File: config.mk
export PLATFORM = sky130hd
export DESIGN_NAME = idu_hazard_ctrl
export DESIGN_NICKNAME = d
export VERILOG_FILES = /design/src/rtl/idu_hazard_ctrl.sv
export SDC_FILE = /design/constraint.sdc
export NUM_CORES = 1
export LEC_CHECK = 0
export ABC_AREA = 1
export BUFFER_PORTS_ARGS = -buffer_cell sky130_fd_sc_hd__buf_4
export CORE_UTILIZATION = 50
export CTS_CLUSTER_SIZE = 24
export DETAILED_ROUTE_END_ITERATION = 6
export PLACE_DENSITY = 0.71
export SYNTH_ARGS = -nofsm -noshare
export SYNTH_HDL_FRONTEND = slang
export SYNTH_SLANG_ARGS = --single-unit
export TNS_END_PERCENT = 100
File: constraint.sdc
create_clock -name clk -period 1.79 [get_ports clk]
set_clock_uncertainty 0.05 [all_clocks]
set_input_delay 0 -clock clk [delete_from_list [all_inputs] [get_ports clk]]
set_output_delay 0 -clock clk [all_outputs]
set_load 0.05 [all_outputs]
File: src/rtl/idu_hazard_ctrl.sv
// rtl/idu_hazard_ctrl.sv - decode-stage issue controller: register scoreboard, hazard stall, MDU sequencing
//
// Ports:
//   clk, rst                  clock, asynchronous active-high reset
//   id_valid                  idu0 output holds a valid instruction
//   id_rs1/_addr, id_rs2/_addr  source register reads
//   id_rd/_addr               destination register write
//   id_mul, id_div            multi-cycle MDU op (both set is treated as div)
//   wb_valid, wb_rd_addr      register writeback from exu/MDU
//   exu_flush_req             taken branch/jump in exu, squashes decode
//   pipe_stall, pipe_flush    hold / clear the idu0 flop (combinational)
//   issue_valid               instruction leaves decode this cycle (combinational)
//   mdu_busy, mdu_done        MDU op in flight / one-cycle result pulse (registered)
//
// Build option: IDU_WB_BYPASS_EN forwards same-cycle writeback into the RAW check.

module idu_hazard_ctrl #(
    parameter int DIV_LAT = 34,
    parameter int MUL_LAT = 3,
    localparam int CNT_W  = $clog2(DIV_LAT + 1)
) (
    input  logic       clk,
    input  logic       rst,
    input  logic       id_valid,
    input  logic       id_rs1,
    input  logic [4:0] id_rs1_addr,
    input  logic       id_rs2,
    input  logic [4:0] id_rs2_addr,
    input  logic       id_rd,
    input  logic [4:0] id_rd_addr,
    input  logic       id_mul,
    input  logic       id_div,
    input  logic       wb_valid,
    input  logic [4:0] wb_rd_addr,
    input  logic       exu_flush_req,
    output logic       pipe_stall,
    output logic       pipe_flush,
    output logic       issue_valid,
    output logic       mdu_busy,
    output logic       mdu_done
);

    typedef enum logic {
        MDU_IDLE = 1'b0,
        MDU_BUSY = 1'b1
    } mdu_state_t;

    mdu_state_t       state_q, state_d;
    logic [CNT_W-1:0] cnt_q, cnt_d;
    logic             done_q, done_d;

    // x0 has no storage bit, so it can never look pending.
    logic [31:1] pend_q, pend_d;
    logic [31:0] pend;
    assign pend = {pend_q, 1'b0};

    logic rs1_haz, rs2_haz, rd_haz, mdu_haz, hazard, mdu_op;

    assign mdu_op = id_mul | id_div;

`ifdef IDU_WB_BYPASS_EN
    // exu forwards the writeback value, so a source being written back this
    // cycle is already satisfied.
    assign rs1_haz = id_rs1 & pend[id_rs1_addr] & ~(wb_valid && (wb_rd_addr == id_rs1_addr));
    assign rs2_haz = id_rs2 & pend[id_rs2_addr] & ~(wb_valid && (wb_rd_addr == id_rs2_addr));
`else
    assign rs1_haz = id_rs1 & pend[id_rs1_addr];
    assign rs2_haz = id_rs2 & pend[id_rs2_addr];
`endif

    // WAW always uses the unmasked scoreboard.
    assign rd_haz  = id_rd & pend[id_rd_addr];
    assign mdu_haz = mdu_op & mdu_busy;
    assign hazard  = id_valid & (rs1_haz | rs2_haz | rd_haz | mdu_haz);

    // A flush squashes decode outright, so it overrides any stall.
    assign pipe_flush  = exu_flush_req;
    assign pipe_stall  = hazard & ~exu_flush_req;
    assign issue_valid = id_valid & ~hazard & ~exu_flush_req;

    assign mdu_busy = (state_q == MDU_BUSY);
    assign mdu_done = done_q;

    // Set after clear: a new producer issued in the writeback cycle of an
    // older one owns the register.
    always_comb begin
        pend_d = pend_q;
        for (int i = 1; i < 32; i++) begin
            if (wb_valid && (wb_rd_addr == 5'(i)))
                pend_d[i] = 1'b0;
            if (issue_valid && id_rd && (id_rd_addr == 5'(i)))
                pend_d[i] = 1'b1;
        end
    end

    always_comb begin
        state_d = state_q;
        cnt_d   = cnt_q;
        done_d  = 1'b0;
        case (state_q)
            MDU_IDLE: begin
                if (issue_valid && mdu_op) begin
                    state_d = MDU_BUSY;
                    cnt_d   = id_div ? CNT_W'(DIV_LAT - 1) : CNT_W'(MUL_LAT - 1);
                end
            end
            MDU_BUSY: begin
                cnt_d = cnt_q - CNT_W'(1);
                if (cnt_q == CNT_W'(1)) begin
                    state_d = MDU_IDLE;
                    done_d  = 1'b1;
                end
            end
            default: state_d = MDU_IDLE;
        endcase
    end

    always_ff @(posedge clk or posedge rst) begin
        if (rst) begin
            state_q <= MDU_IDLE;
            cnt_q   <= '0;
            done_q  <= 1'b0;
            pend_q  <= '0;
        end else begin
            state_q <= state_d;
            cnt_q   <= cnt_d;
            done_q  <= done_d;
            pend_q  <= pend_d;
        end
    end

endmodule
# Word-level counts from Yosys, hierarchy flattened
# Index checks and enable logic that the tools add are counted.
dict set report totals {
  regBits 39
  input_bits 30
  out_inout_bits 5
  elab_cells 288
}
dict set report op_classes {
  addsub 1
  magnitude_cmp 3
  n_eq_ne 64
  mux 76
  bitwise 15
  n_reduce_logical 95
}
# operator count
set ops {}
lappend ops {{$eq A5 B5 Y1 const B} 32}
lappend ops {{$eq A5 B4 Y1 const B} 16}
lappend ops {{$mux W1} 69}
lappend ops {{$logic_and A1 B1 Y1} 64}
lappend ops {{$reduce_bool A2 Y1} 31}
lappend ops {{$eq A5 B3 Y1 const B} 8}
lappend ops {{$eq A5 B2 Y1 const B} 4}
lappend ops {{$lt A5 B6 Y1 const B} 3}
lappend ops {{$bmux W1 S5} 3}
lappend ops {{$mux W6} 2}
lappend ops {{$pmux W6 S2} 1}
lappend ops {{$eq A5 B1 Y1 const B} 2}
lappend ops {{$and A1 B1 Y1} 8}
lappend ops {{$eq A6 B1 Y1 const B} 1}
lappend ops {{$sub A6 B1 Y6 const B} 1}
lappend ops {{$or A1 B1 Y1} 4}
lappend ops {{$not A1 Y1} 3}
lappend ops {{$ne A2 B2 Y1 const B} 1}
lappend ops {{$pmux W1 S2} 1}

# Longest topological paths before layout
dict set report depth {
  depth_word 13
  ltp_mapped 18
}

# Worst setup path before layout
# OpenSTA, ideal clock, no wires.
dict set report synth_timing {
  path_type {register to output}
  from {register pend_q[23] in the netlist's numbering}
  to {output issue_valid}
  t_arrival_ps 2052
  path_slack_ps -312
  stages_incl_launch_ff 17
  path_cell_list {dfrtp_1 > nand2_1 > o21ai_1 > nand2_1 > nand2_1 > nand2_1 > nand2_1 > nor2_1 > nand2_1 > nand2_1 > nand2_1 > nor2_2 > and2_1 > buf_4 > buf_6 > nand2_1 > nor2_1}
}
dict set report synth_via {
  elab_chain_cells 10
}
# item line_no
set synth_rtl {}
lappend synth_rtl {{start, declared} 53} ;# logic [31:1] pend_q, pend_d;
lappend synth_rtl {{start signal, assigned} 128} ;# pend_q <= pend_d;
lappend synth_rtl {{$bmux W1 S5 (on tied branches)} {67, 68}}
lappend synth_rtl {{$mux W1 (on tied branches)} {67, 68}}
lappend synth_rtl {{$and A1 B1 Y1 (on tied branches)} {67, 68}}
lappend synth_rtl {{$or A1 B1 Y1} 74} ;# assign hazard = id_valid & (rs1_haz | rs2_haz | rd_haz | mdu_haz);
lappend synth_rtl {{$or A1 B1 Y1 (*) (2 in a row)} 74}
lappend synth_rtl {{$and A1 B1 Y1 (*)} 74}
lappend synth_rtl {{$not A1 Y1 (*)} 79} ;# assign issue_valid = id_valid & ~hazard & ~exu_flush_req;
lappend synth_rtl {{$and A1 B1 Y1 (*) (2 in a row)} 79}
lappend synth_rtl {{end, declared} 38} ;# output logic issue_valid,
# Mark *: on every way between the ends. The rest lies on a longest branch, timed or not. The select of a mux whose other input is x is not followed.

# Final worst setup path
dict set report layout_timing {
  from {register pend_q[29] in the netlist's numbering}
  to {output issue_valid}
}
# The elaborated chain is that of the path after synthesis.

==> impl_metrics.toml <==
[floorplan]
fp.dieW_um = 82.2
row_count = 28
start_util_pct = 53.1
die_h_um = 82.2
ios = 35
coreArea_mm2 = 0.00606
die-area_mm2 = 0.00676

[routing]
drtPass1Iterations = 6
vias_per_cell = 5.98
drtIter0Drc = 496
drc = 0
routed_wl_um = 11200
vias = 3950
ant_nets = 0
wl_per_cell_um = 17.0

[sta]
setup_ws_ns = -0.327
rsz0062_at_grt = "true"
timing.final.crit_share_pct = 118
worst_pin_slew_ns = 0.554
finalSetupTns_ns = -7.17
fin_crit_ns = 2.12
max_freq_mhz = 472
slew_headroom_pct = 62.9
setup_viol = 40
maxSlewViolCount = 0
hold_viol_final = 0

[yosys]
syn_area_per_cell_um2 = 6.11
synth_cell_types = 28
synthCells = 526
synth_fp_nets = 558
synth_top_area_share_pct = 30.4
synth_warnings = 0
netlist_area_mm2 = 0.00322
ys_ff_latch = 39
ys_seq_area_share_pct = 30.4
synth.largest_area_cell = "dfrtp_1"
synth_area_leaders = "dfrtp_1 (30%), nand2_1 (21%), nand3_1 (7.0%), o21ai_0 (6.8%), nand4_1 (6.8%)"

[clocking]
clock-sinks = 39
cts_max_path_buffers = 2
clk_latency_ns = 0.30
clk_pin_slew_worst_paths_ns = 0.08
cts_root_buf = "clkbuf_8"
h-tree-depth = 2
cts_tree = "done"
cts_made_buffers = 5

[placement]
dp.cells = 639
port_buffers = 34
placed_area_mm2 = 0.00365
hpwl_um = 7800
gp_congestion = 1.02

[global_routing]
grt_use_met1_pct = 43.8
grt_pass1_vias = 3492
busiest_layer = "met2"
grt_overflow = 0
met3_usage_pct = 9.12
grt_pass1_wl_um = 17300
grt_use_total_pct = 34.7
grtUsageMet2_pct = 54.9
grt_antenna_before_repair = 0
grt_max_degree = 40

[critical_path]
worstPathMaxFanout = 4
crit_required_ns = 1.74
start_kind = "flip-flop"
worstPathArrival_ns = 2.07
rrSetupSlack_ns = -0.28
endpoint_kind = "output pin"
path_class = "reg -> out"

[final_layout]
area_growth_pct = 26.4
layoutNonFillerInstCount = 661
design_area_mm2 = 0.00406
layout.nets = 618
num_antenna_cells = 0
drive_above_1_share_pct = 21.5

[power]
peakVddDrop_uv = 723
p_leak_nw = 2.13
power_density_mw_per_mm2 = 789

[job]
drv_cap = 0

[run_status]
status = "finished with violations"
violations = "setup timing"

[min_path]
hp-class = "in -> reg"
repair_timing:
action | 4_1_cts | 5_1_grt
endpoints found under the hold margin | 41 | 0
endpoints found under the setup margin | 39 | 40
hold buffers | 3 | 0
gates cloned | 2 | 0
gates resized for setup | 23 | 22
setup buffers | 22 | 6
pin swaps | 9 | 29
per-stage QoR:
step | setup WS [ns] | util [%] | power [W] | hold WS (ns)
after floorplan | -0.00955 | - | 0.00189 | 0.00882
after global placement | -0.112 | 60.2 | 0.00221 | 0.111
after detailed placement | -0.154 | 60.2 | 0.00223 | 0.120
after CTS | -0.252 | 65.0 | 0.00307 | 0.0217
after global routing | -0.432 | 67.1 | 0.00336 | 0.0394
final | -0.327 | 67.1 | 0.00320 | 0.0210
kinds of logic after synthesis:
group / synth area share [%]
flip-flops: 30.4
adder cells (fa/ha/maj): 0.778
multiplexers: 0.311
AND/OR/NAND/NOR: 45.8
AO/OA/AOI/OAI: 10.7
buffers and inverters: 12.0
report_power, final:
group	internal, W	total [W]	switching (W)
clock network	0.000303	0.000631	0.000328
logic	0.000619	0.00143	0.000812
registers	0.00100	0.00114	0.000138
total	0.00193	0.00320	0.00128
per-layer routing:
layer  vias to the layer above  routed length, um
li1                       1841                  -
met1                      1821               4530
met2                       252               5140
met3                        36               1160
met4                         0                376
met5                         -                  0
final timing paths:
check                      startpoint     endpoint  depth (start not counted)
hold reg to reg              cnt_q[5]     cnt_q[5]                          2
max in group asynchronous         rst   pend_q[10]                          4
setup / recovery           pend_q[29]  issue_valid                         14
hold / removal                 id_div     cnt_q[5]                          5
setup reg to reg           pend_q[29]   pend_q[23]                         14
min in group asynchronous         rst   pend_q[30]                          4
critical path, stage by stage, from the launching register on:
cell	delay (ns)
dfrtp_1	0.43
nand2_1	0.09
nand3_1	0.09
nand3_2	0.09
nand2_1	0.05
nand2_1	0.05
nand2_1	0.06
nor2_2	0.16
nor2_4	0.05
nor2_2	0.12
and2_4	0.17
buf_6	0.11
nand2_4	0.05
nor2_4	0.07
buf_6	0.16
cell usage in the layout, fill, tap and decap left out, types with 2 or more instances in the layout:
master	Yosys	layout
a21oi_2	0	2
buf_4	7	66
nor2_4	1	3
nor2_1	52	48
nand3_1	45	35
ha_1	2	2
nand2_4	1	3
nand3_2	0	9
nand2_2	1	5
nor2_2	2	4
clkinv_1	2	2
or2_2	3	3
clkbuf_8	0	6
o21ai_0	44	41
dfrtp_1	39	36
o211ai_1	5	5
inv_1	49	47
o21ai_1	3	5
a21oi_1	12	10
nor3_1	17	17
buf_12	0	3
buf_6	6	5
inv_2	0	2
nand2_1	179	173
dfrtp_2	0	3
nand4_1	35	35
dlygate4sd3_1	0	3
inv_4	3	3
flip-flops by register name, indices dropped and copies added, names as in the netlist:
signal	flops
pend_q	31
mdu_busy	1
cnt_q	6
mdu_done	1
Yosys cell counts:
cell type	number
nand3_1	45
nor2_1	52
nand2_2	1
nand4_1	35
clkinv_1	2
o21ai_0	44
mux2i_1	1
inv_1	49
nor3_2	1
ha_1	2
nor2_4	1
or2_2	3
nand2_4	1
inv_4	3
clkbuf_1	7
nor3_1	17
o21ai_1	3
buf_1	4
o211ai_1	5
and2_1	1
nor2_2	2
dfrtp_1	39
nand2_1	179
a21oi_1	12
buf_4	7
buf_2	3
buf_6	6
o211ai_2	1
cell type report:
| cell class | count | area [um^2] |
|---|---|---|
| well taps | 75 | 93.8 |
| clock buffers | 6 | 82.6 |
| flip-flops and latches | 39 | 980 |
| fillers | 579 | 2000 |
| multi-input cells | 406 | 1980 |
| clock inverters | 1 | 5.00 |
| inverters | 54 | 210 |
| repair buffers | 80 | 717 |
Power figures use the tool's default switching activity.
